### config.mk
export PLATFORM = sky130hd
export DESIGN_NAME = seg_scan
export DESIGN_NICKNAME = d
export VERILOG_FILES = /design/src/rtl/seg_scan.sv
export SDC_FILE = /design/constraint.sdc
export NUM_CORES = 1
export LEC_CHECK = 0
export CORE_UTILIZATION = 50
export CTS_BUF_LIST = sky130_fd_sc_hd__clkbuf_8
export DETAILED_ROUTE_END_ITERATION = 7
export PLACE_DENSITY_LB_ADDON = 0.2
export SLEW_MARGIN = 25
export SYNTH_ARGS = -nofsm -noshare
export SYNTH_HDL_FRONTEND = slang
export SYNTH_SLANG_ARGS = --single-unit
### constraint.sdc
create_clock -name clk -period 7 [get_ports clk]
set_input_delay 0.7 -clock clk [delete_from_list [all_inputs] [get_ports clk]]
set_output_delay 0.7 -clock clk [all_outputs]
set_load 0.01 [all_outputs]
### src/rtl/seg_scan.sv
`default_nettype none
// ============================================================================
// Module   : seg_scan
// Purpose  : Serial scan driver for a multiplexed hex 7-segment display
//            (segment byte + one-hot select byte per digit, shift/latch clocks).
//            Optional SEG_SCAN_LZB_EN enables leading-zero blanking.
// Revision : 1.0  initial release
// ============================================================================
module seg_scan #(
  parameter int DIGITS = 8,
  parameter int DIV_W  = 10
) (
  input  logic                  clk,
  input  logic                  rst,
  input  logic [4*DIGITS-1:0]   in_data,
  input  logic [DIGITS-1:0]     in_dp,
  input  logic                  in_valid,
  output logic                  in_ready,
  input  logic                  blank,
  output logic                  ds,
  output logic                  shclk,
  output logic                  stclk
);

  logic [DIV_W-1:0]    r_div;
  logic [3:0]          r_bit;
  logic [2:0]          r_digit;
  logic                r_pending;
  logic [4*DIGITS-1:0] r_sh_data;
  logic [DIGITS-1:0]   r_sh_dp;
  logic [4*DIGITS-1:0] r_buf_data;
  logic [DIGITS-1:0]   r_buf_dp;
  logic [15:0]         r_frame;
  logic                r_ds;
  logic                r_shclk;
  logic                r_stclk;

  logic                w_period_start;
  logic                w_frame_start;
  logic                w_commit;
  logic [4*DIGITS-1:0] w_cur_data;
  logic [DIGITS-1:0]   w_cur_dp;
  logic [3:0]          w_nib;
  logic                w_dp_bit;
  logic                w_lz;
  logic [7:0]          w_seg;
  logic [7:0]          w_sel;
  logic [15:0]         w_frame;

  function automatic logic [7:0] seg_code(input logic [3:0] nib);
    case (nib)
      4'h0: seg_code = 8'h03;
      4'h1: seg_code = 8'h9F;
      4'h2: seg_code = 8'h25;
      4'h3: seg_code = 8'h0D;
      4'h4: seg_code = 8'h99;
      4'h5: seg_code = 8'h49;
      4'h6: seg_code = 8'h41;
      4'h7: seg_code = 8'h1F;
      4'h8: seg_code = 8'h01;
      4'h9: seg_code = 8'h09;
      4'hA: seg_code = 8'h11;
      4'hB: seg_code = 8'hC1;
      4'hC: seg_code = 8'h63;
      4'hD: seg_code = 8'h85;
      4'hE: seg_code = 8'h61;
      default: seg_code = 8'h71;
    endcase
  endfunction

  assign w_period_start = (r_div == '0);
  assign w_frame_start  = w_period_start && (r_bit == 4'd0);
  assign w_commit       = w_frame_start && (r_digit == 3'd0) && r_pending;

  // The digit-0 frame that commits a pending update already shows the new value,
  // so a whole scan is always drawn from one consistent buffer.
  assign w_cur_data = w_commit ? r_sh_data : r_buf_data;
  assign w_cur_dp   = w_commit ? r_sh_dp   : r_buf_dp;

  always_comb begin
    w_nib    = 4'h0;
    w_dp_bit = 1'b0;
    for (int k = 0; k < DIGITS; k++) begin
      if (r_digit == 3'(k)) begin
        w_nib    = w_cur_data[4*k +: 4];
        w_dp_bit = w_cur_dp[k];
      end
    end
  end

`ifdef SEG_SCAN_LZB_EN
  // Blank when this digit and every digit above it are zero; digit 0 always shows.
  always_comb begin
    w_lz = (r_digit != 3'd0);
    for (int j = 0; j < DIGITS; j++) begin
      if ((3'(j) >= r_digit) && (w_cur_data[4*j +: 4] != 4'h0)) w_lz = 1'b0;
    end
  end
`else
  assign w_lz = 1'b0;
`endif

  always_comb begin
    w_seg = (w_lz ? 8'hFF : seg_code(w_nib)) & ~{7'd0, w_dp_bit};
    if (blank) w_seg = 8'hFF;
  end

  assign w_sel   = 8'd1 << r_digit;
  assign w_frame = {w_sel, w_seg};

  // Outputs are registered from the current scan position, so each output cycle
  // reflects the position the counters held on the preceding edge.
  always_ff @(posedge clk) begin
    if (rst) begin
      r_div      <= '0;
      r_bit      <= 4'd0;
      r_digit    <= 3'd0;
      r_pending  <= 1'b0;
      r_sh_data  <= '0;
      r_sh_dp    <= '0;
      r_buf_data <= '0;
      r_buf_dp   <= '0;
      r_frame    <= 16'd0;
      r_ds       <= 1'b0;
      r_shclk    <= 1'b0;
      r_stclk    <= 1'b0;
    end else begin
      r_shclk <= r_div[DIV_W-1];
      r_stclk <= (r_bit == 4'd0);
      if (w_frame_start) begin
        r_frame <= w_frame;
        r_ds    <= w_frame[0];
      end else if (w_period_start) begin
        r_ds <= r_frame[r_bit];
      end

      r_div <= r_div + DIV_W'(1);
      if (&r_div) begin
        r_bit <= r_bit + 4'd1;
        if (r_bit == 4'd15) begin
          r_digit <= (r_digit == 3'(DIGITS-1)) ? 3'd0 : r_digit + 3'd1;
        end
      end

      if (w_commit) begin
        r_buf_data <= r_sh_data;
        r_buf_dp   <= r_sh_dp;
        r_pending  <= 1'b0;
      end else if (in_valid && !r_pending) begin
        r_sh_data <= in_data;
        r_sh_dp   <= in_dp;
        r_pending <= 1'b1;
      end
    end
  end

  assign in_ready = ~r_pending;
  assign ds       = r_ds;
  assign shclk    = r_shclk;
  assign stclk    = r_stclk;

endmodule
`default_nettype wire

==> impl_metrics.tcl <==
set metrics [dict create \
    status "complete, no violations" \
    start_util_pct 52.0 \
    drv_cap 0 \
    ys_seq_elements 117 \
    syn-cell-area_um2 5420 \
    drt-initial-drc-count 352 \
    fin_cells 826 \
    synth_edf_count 0 \
    hold_viol 0 \
    cts_tree "done" \
    hold_path_end "r_buf_data[19]" \
    synth_top_area_share_pct 43.2 \
    ios 48 \
    seq_power_share_pct 47.0 \
    portBuffers 47 \
    cts_resized 0 \
    worstPathCellList "nor4_2 -> nand4b_1 -> nor3_4 -> buf_4 -> nand2_1 -> a31o_2 -> a32oi_1 -> inv_1 -> ha_1 -> nor3_1 -> a21oi_1 -> a21oi_1" \
    coreArea_um2 10400 \
    finalMaxSlewViolations 0 \
    post-synth-top-count-cell "nand2_1" \
    dp_hpwl_mm 8.58 \
    synthTopCellsByCount "nand2_1 (161), dfxtp_1 (117), a21oi_1 (86)" \
    fp.dieW_um 106 \
    cp-end-kind "flop" \
    core.rowCount 37 \
    crit_top_cell "a21oi_1" \
    critical_path.max_stage_delay_ps 570 \
    grt-ovfl-total 0 \
    cts_sinks 117 \
    clock-skew-final_ps 10.9 \
    placed_area_um2 5880 \
    rr_worst_depth 12 \
    cts.path.max_buffers 2 \
    grt_setup_unrepaired "no" \
    htree_num_levels 4 \
    pre_cts_ws_ps 3200 \
    die_h_um 106 \
    synthMuxAreaShare_pct 6.53 \
    start_kind "flop" \
    synth-compound-area-share_pct 18.3 \
    max_freq_mhz 262 \
    grt_max_degree 104 \
    vias 4587 \
    routed_wl_mm 12.5 \
    min_period_ps 3820 \
    clk_pin_slew_ps 70 \
    grt_pass1_vias 4437 \
    swShare_pct 24.6 \
    r2r-end "r_frame[5]" \
    ant_nets 0 \
    drc 0 \
    synth_top_cell_by_area "dfxtp_1" \
    slew_headroom_pct 30.5 \
    p_leak_nw 2.38 \
    worstHoldStart "r_sh_data[19]" \
    crit_family "simple AND/OR/NAND/NOR gates" \
    synth_flop_cell "dfxtp_1" \
    synth_xor_xnor_area_share_pct 1.29 \
    synthAdderAreaFrac_pct 3.69 \
    async_flop_share_pct 0 \
    design_area_um2 6300 \
    hold_depth 2 \
    startpoint "r_div[6]" \
    drive_gt1_share_pct 8.70 \
    synth_top_family_by_area "simple AND/OR/NAND/NOR gates" \
    cts_root_buf "clkbuf_8" \
    numCtsBuffers 17 \
    setup_tns_ps 0 \
    power_mw 1.52 \
    power_density_nw_per_um2 242 \
    slowest_stage "nand4b_1" \
    p_sw_mw 0.375 \
    ys_types 66 \
    wl_per_cell_um 15.1 \
    p_comb_share_pct 10.5 \
    hold_ws_ps 456 \
    ctsHoldBuffers 0 \
    min_path_type "reg -> reg" \
    synthToLayoutAreaGrowth_pct 16.2 \
    post_cts_buffers 0 \
    internal-power_mw 1.15 \
    syn_area_per_cell_um2 8.32 \
    firstDrtPassIters 5 \
    pwr-share-clk_pct 42.5 \
    grt_antenna_before_repair 0 \
    peakVddDrop_uv 150 \
    cp_num_buf_inv 2 \
    cp_max_fo 26 \
    crit_type "reg -> reg" \
    finalNetCount 738 \
    worstPathArrival_ps 4190 \
    cp_data_required_time_ps 7370 \
    r2r_slack_ps 3180 \
    yosysSeqAreaShare_pct 43.2 \
    gp_congestion 0.869 \
    yosys_warnings 0 \
    worst_skew_pair.late_latency_ps 450 \
    diodes 0 \
    fin_crit_sh_pct 54.5 \
    final_core_util_pct 60.5 \
    die_area_um2 11300 \
    synth-simple-area-share_pct 22.0 \
    placedCellCount 795 \
    grt_usage_pct 24.3 \
    worst_slack_ps 3180 \
    syn-num-nets 712 \
    syn_inst 652 \
    r2r_start "r_div[6]" \
    netlist_top_cells_area "dfxtp_1 (43%), nand2_1 (11%), a21oi_1 (7.9%)" \
    finalSetupViolCount 0 \
    routed_via_density 5.55 \
    grt_pass1_wl_mm 21.0 \
    worst_pin_slew_ps 1040 \
]
cell families (layout without fill, tap and decap cells):
group / after synthesis / after routing
and+or+nand+nor: 268 / 268
AOI/OAI and AO/OA: 156 / 156
DFF: 117 / 117
buffers and inverters: 59 / 97
muxes: 28 / 28
adders and majority gates: 16 / 16
xor gates and xnor gates: 8 / 8
power by group through the flow:
| stage | logic (mW) | registers, mW | clock network [mW] |
|---|---|---|---|
| floorplan | 0.113 | 0.722 | 0 |
| global placement | 0.157 | 0.730 | 0 |
| detailed placement | 0.160 | 0.730 | 0 |
| CTS | 0.161 | 0.716 | 0.665 |
| global route | 0.180 | 0.719 | 0.693 |
| finish | 0.160 | 0.716 | 0.648 |
placed cells by master, fill, tap and decap left out, drive strengths merged, types with 3 or more instances in the layout:
cell type,count
bufinv,3
nand3,11
mux4,4
clkbuf,21
mux2,6
a311oi,3
nor2b,10
and3,3
a211oi,4
o31ai,3
ha,16
a21oi,87
nor4,5
buf,6
nand2,161
or3,5
clkdlybuf4s50,46
clkinv,3
and2,8
o21ai,19
inv,17
dfxtp,117
xor2,6
nor3,6
a221oi,7
o21a,3
o211ai,3
mux2i,18
nand4,5
nor2,45
a31oi,9
worst max path at each step:
stage	endpoint	slack, ps	cells after the start
4_1_cts	r_frame[5]	3210	12
3_5_place_dp	r_frame[5]	3200	12
5_1_grt	r_frame[5]	2780	12
3_3_place_gp	r_frame[7]	3300	11
2_1_floorplan	r_frame[1]	3980	15
6_report	r_frame[5]	3180	12
final cells by class:
class / count / area (um^2)
Multi-Input combinational cell: 476 / 2820
Clock buffer: 21 / 289
Clock inverter: 10 / 129
Timing Repair Buffer: 52 / 503
Inverter: 14 / 52.6
Tap cell: 136 / 170
Sequential cell: 117 / 2340
Fill cell: 946 / 4120
sequential cells by signal, summed over array words and instances (netlist names):
signal and cells:
shclk 1, r_pending 1, r_div 10, r_sh_dp 8
r_buf_data 32, stclk 1, r_bit 4, r_frame 16
r_buf_dp 8, r_digit 3, ds 1, r_sh_data 32
worst min-delay path: cells and delay by family (launching register included):
kind | cells | cell delay [ps]
flops | 1 | 310
compound gates | 1 | 50
simple gates | 1 | 50
routing by layer:
| metal | wire, um | share of wire (%) | global-route usage, % | vias up |
|---|---|---|---|---|
| li1 | - | - | - | 2306 |
| met1 | 5590 | 45 | 29.9 | 2121 |
| met2 | 5910 | 47 | 39.0 | 131 |
| met3 | 664 | 5.3 | 7.79 | 29 |
| met4 | 315 | 2.5 | 10.0 | 0 |
| met5 | 0 | 0 | 0 | - |
(Power assumes the default switching activity.)
==> patch, RTL diff (same flow settings) <==
The parameter `DIGITS` goes from 8 to 4.
--- a/src/rtl/seg_scan.sv
+++ b/src/rtl/seg_scan.sv
@@ -7,7 +7,7 @@
 // Revision : 1.0  initial release
 // ============================================================================
 module seg_scan #(
-  parameter int DIGITS = 8,
+  parameter int DIGITS = 4,
   parameter int DIV_W  = 10
 ) (
   input  logic                  clk,
Ports: changed (resized in_data and in_dp); port bits go from 48 to 28. No check against the original RTL was run, so the function may have changed too.
==> patch against the unedited design <==
- worst setup slack improved by 0.42 ns
- synthesized cell count fell by 39%
- wire length fell by 44%
- hold slack improved by 0.0031 ns
- highest routed layer unchanged
- sequential cell count fell by 40
- die area fell by 33%
- via count fell by 41%
- synthesized area fell by 34%
- design area fell by 35%
- cell count fell by 37%
- clock skew fell by 0.0013 ns
- critical endpoint is now r_frame[1]
- power fell by 42%
==> patch: results (changes against the unedited design) <==
gr usage total 20.88% (was 24.28%); Area contributors post-synth dfxtp_1 43%, mux2i_1 7.5%, nand2_1 6.8%, nor2_1 5.2%, ha_1 4.9% (was dfxtp_1 43%, nand2_1 11%, a21oi_1 7.9%, ha_1 3.7%, mux2i_1 3.1%); DRC 0 (unchanged); Antenna diodes 0 (unchanged); arrival time at the worst endpoint 3.61 ns (was 4.19 ns); antenna violations before repair 0 (unchanged); I/O Buffers 27 (was 47); ys async rst share 0% (unchanged); Pleak 1.504 nW (was 2.380 nW); Longest Clk Path Bufs 2 (unchanged); Post-Place Cells 505 (was 795); vias in the first global route 2523 (was 4437); DRT Wirelength 7.045 mm (was 12.48 mm); Rel. slew slack 43.54% (was 30.52%); total CTS buffers 9 (was 17); Worst Hold Class flip-flop to flip-flop (unchanged); Commonest cells post-synth 77 x dfxtp_1, 65 x nand2_1, 50 x nor2_1 (was 161 x nand2_1, 117 x dfxtp_1, 86 x a21oi_1); Max VDD drop 0.0001623 V (was 0.0001496 V); drt pass-1 iters 5 (unchanged); crit-path max FO 18 (was 26); outcome completed (unchanged); fillcell total 635 (was 946); Crit-path slowest cell dfxtp_1 (was nand4b_1); first-pass GRT wire length 11.92 mm (was 21.02 mm); crit-path max cell delay 0.42 ns (was 0.57 ns); DR vias 2722 (was 4587); H-tree depth 3 (was 4); Layout Cells excl Fill 521 (was 826); cts repair resizes 0 (unchanged); routability cong. 0.8833 (was 0.8693); CTS root buf clkbuf_8 (unchanged); Post-CTS Setup Inserts 0 (unchanged); clk slew on worst S/H paths 0.08 ns; yosys warns 0 (unchanged); Synth Instances 400 (was 652); sequential area share after synthesis 43.05% (was 43.20%); fin nets 458 (was 738); Regs by FF count r_buf_data: 16 flops, r_frame: 16 flops, r_sh_data: 16 flops (was r_buf_data: 32 flops, r_sh_data: 32 flops, r_frame: 16 flops); cell family with the largest share of critical-path delay simple AND/OR/NAND/NOR gates (unchanged); dpl hpwl 4.951 mm (was 8.579 mm); library cells used by synthesis 52 (was 66); largest net degree at the start of global routing 78 (was 104); syn_nets 438 (was 712); clock latency on the worst-skew pair 0.35 ns (was 0.45 ns); initial DRC count 126 (was 352); layout cells sized above 1 8.706% (was 8.696%); clock skew 0.009635 ns (was 0.01092 ns)
patch: cell types whose count changed after synthesis, sizes merged, moves of 4 or more:
| cell | delta |
|---|---|
| dfxtp | -40 |
| nor2 | +7 |
| nand2 | -96 |
| o221ai | +5 |
| nor4 | -4 |
| and2 | -4 |
| o21ai | -13 |
| a31oi | -5 |
| buf | -9 |
| mux2i | +9 |
| a221oi | -5 |
| a21oi | -53 |
| clkbuf | -16 |
| mux2 | -4 |
patch: final timing paths:
kind	from	end	slack, ns	cells past startpoint
worst min register to register	r_sh_data[11]	r_sh_data[11]	0.46	2
worst min-delay path	r_sh_data[11]	r_sh_data[11]	0.46	2
worst max-delay path	r_bit[0]	r_frame[1]	3.60	13
worst max register to register	r_bit[0]	r_frame[1]	3.60	13
patch: power breakdown:
group	leakage (nW)	internal [W]	total (W)	switching, W
logic	0.785	0.0000496	0.000112	0.0000619
registers	0.628	0.000458	0.000470	0.0000123
clock network	0.0914	0.000130	0.000300	0.000170
patch: cells by family (layout without fill, tap and decap cells):
group	count (synthesis)	after routing	share of synthesized area, %
simple gates	163	163	21.94
flops	77	77	43.05
compound gates	70	70	13.17
buf+inv	34	59	3.843
mux	33	33	10.69
fa+ha+maj	14	14	4.892
xor+xnor	9	9	2.411
patch: through the flow:
| stage | hold WS, ns | worst slack [ns] | instance area (um2) |
|---|---|---|---|
| final | 0.4595 | 3.604 | 4071 |
| after global routing | 0.4760 | 3.314 | 4071 |
| after CTS | 0.4607 | 3.614 | 4071 |
| after detailed placement | 0.4493 | 3.639 | 3896 |
| after global placement | 0.4430 | 3.747 | 3896 |
| after floorplan | 0.4287 | 3.828 | 3581 |
patch: layer usage:
metal,share of wire (%),GRT usage [%],vias to the layer above
met1,48,26.42,1263
met3,3.4,5.810,6
met5,0,0,-
met2,48,33.84,42
li1,-,-,1411
met4,1.0,8.182,0
patch: layout make-up:
| class | count | area [um2] | area share [%] |
|---|---|---|---|
| Multi-Input combinational cell | 289 | 1902 | 46.71 |
| Sequential cell | 77 | 1541 | 37.86 |
| Timing Repair Buffer | 29 | 280.3 | 6.884 |
| Clock buffer | 9 | 123.9 | 3.042 |
| Tap cell | 96 | 120.1 | 2.950 |
| Inverter | 14 | 52.55 | 1.291 |
| Clock inverter | 7 | 51.30 | 1.260 |
patch: worst min-delay path: cells and delay by family, from the launching register on:
| kind | cells | cell delay (ns) |
|---|---|---|
| and+or+nand+nor | 1 | 0.05 |
| DFF | 1 | 0.32 |
| AOI/OAI and AO/OA | 1 | 0.05 |
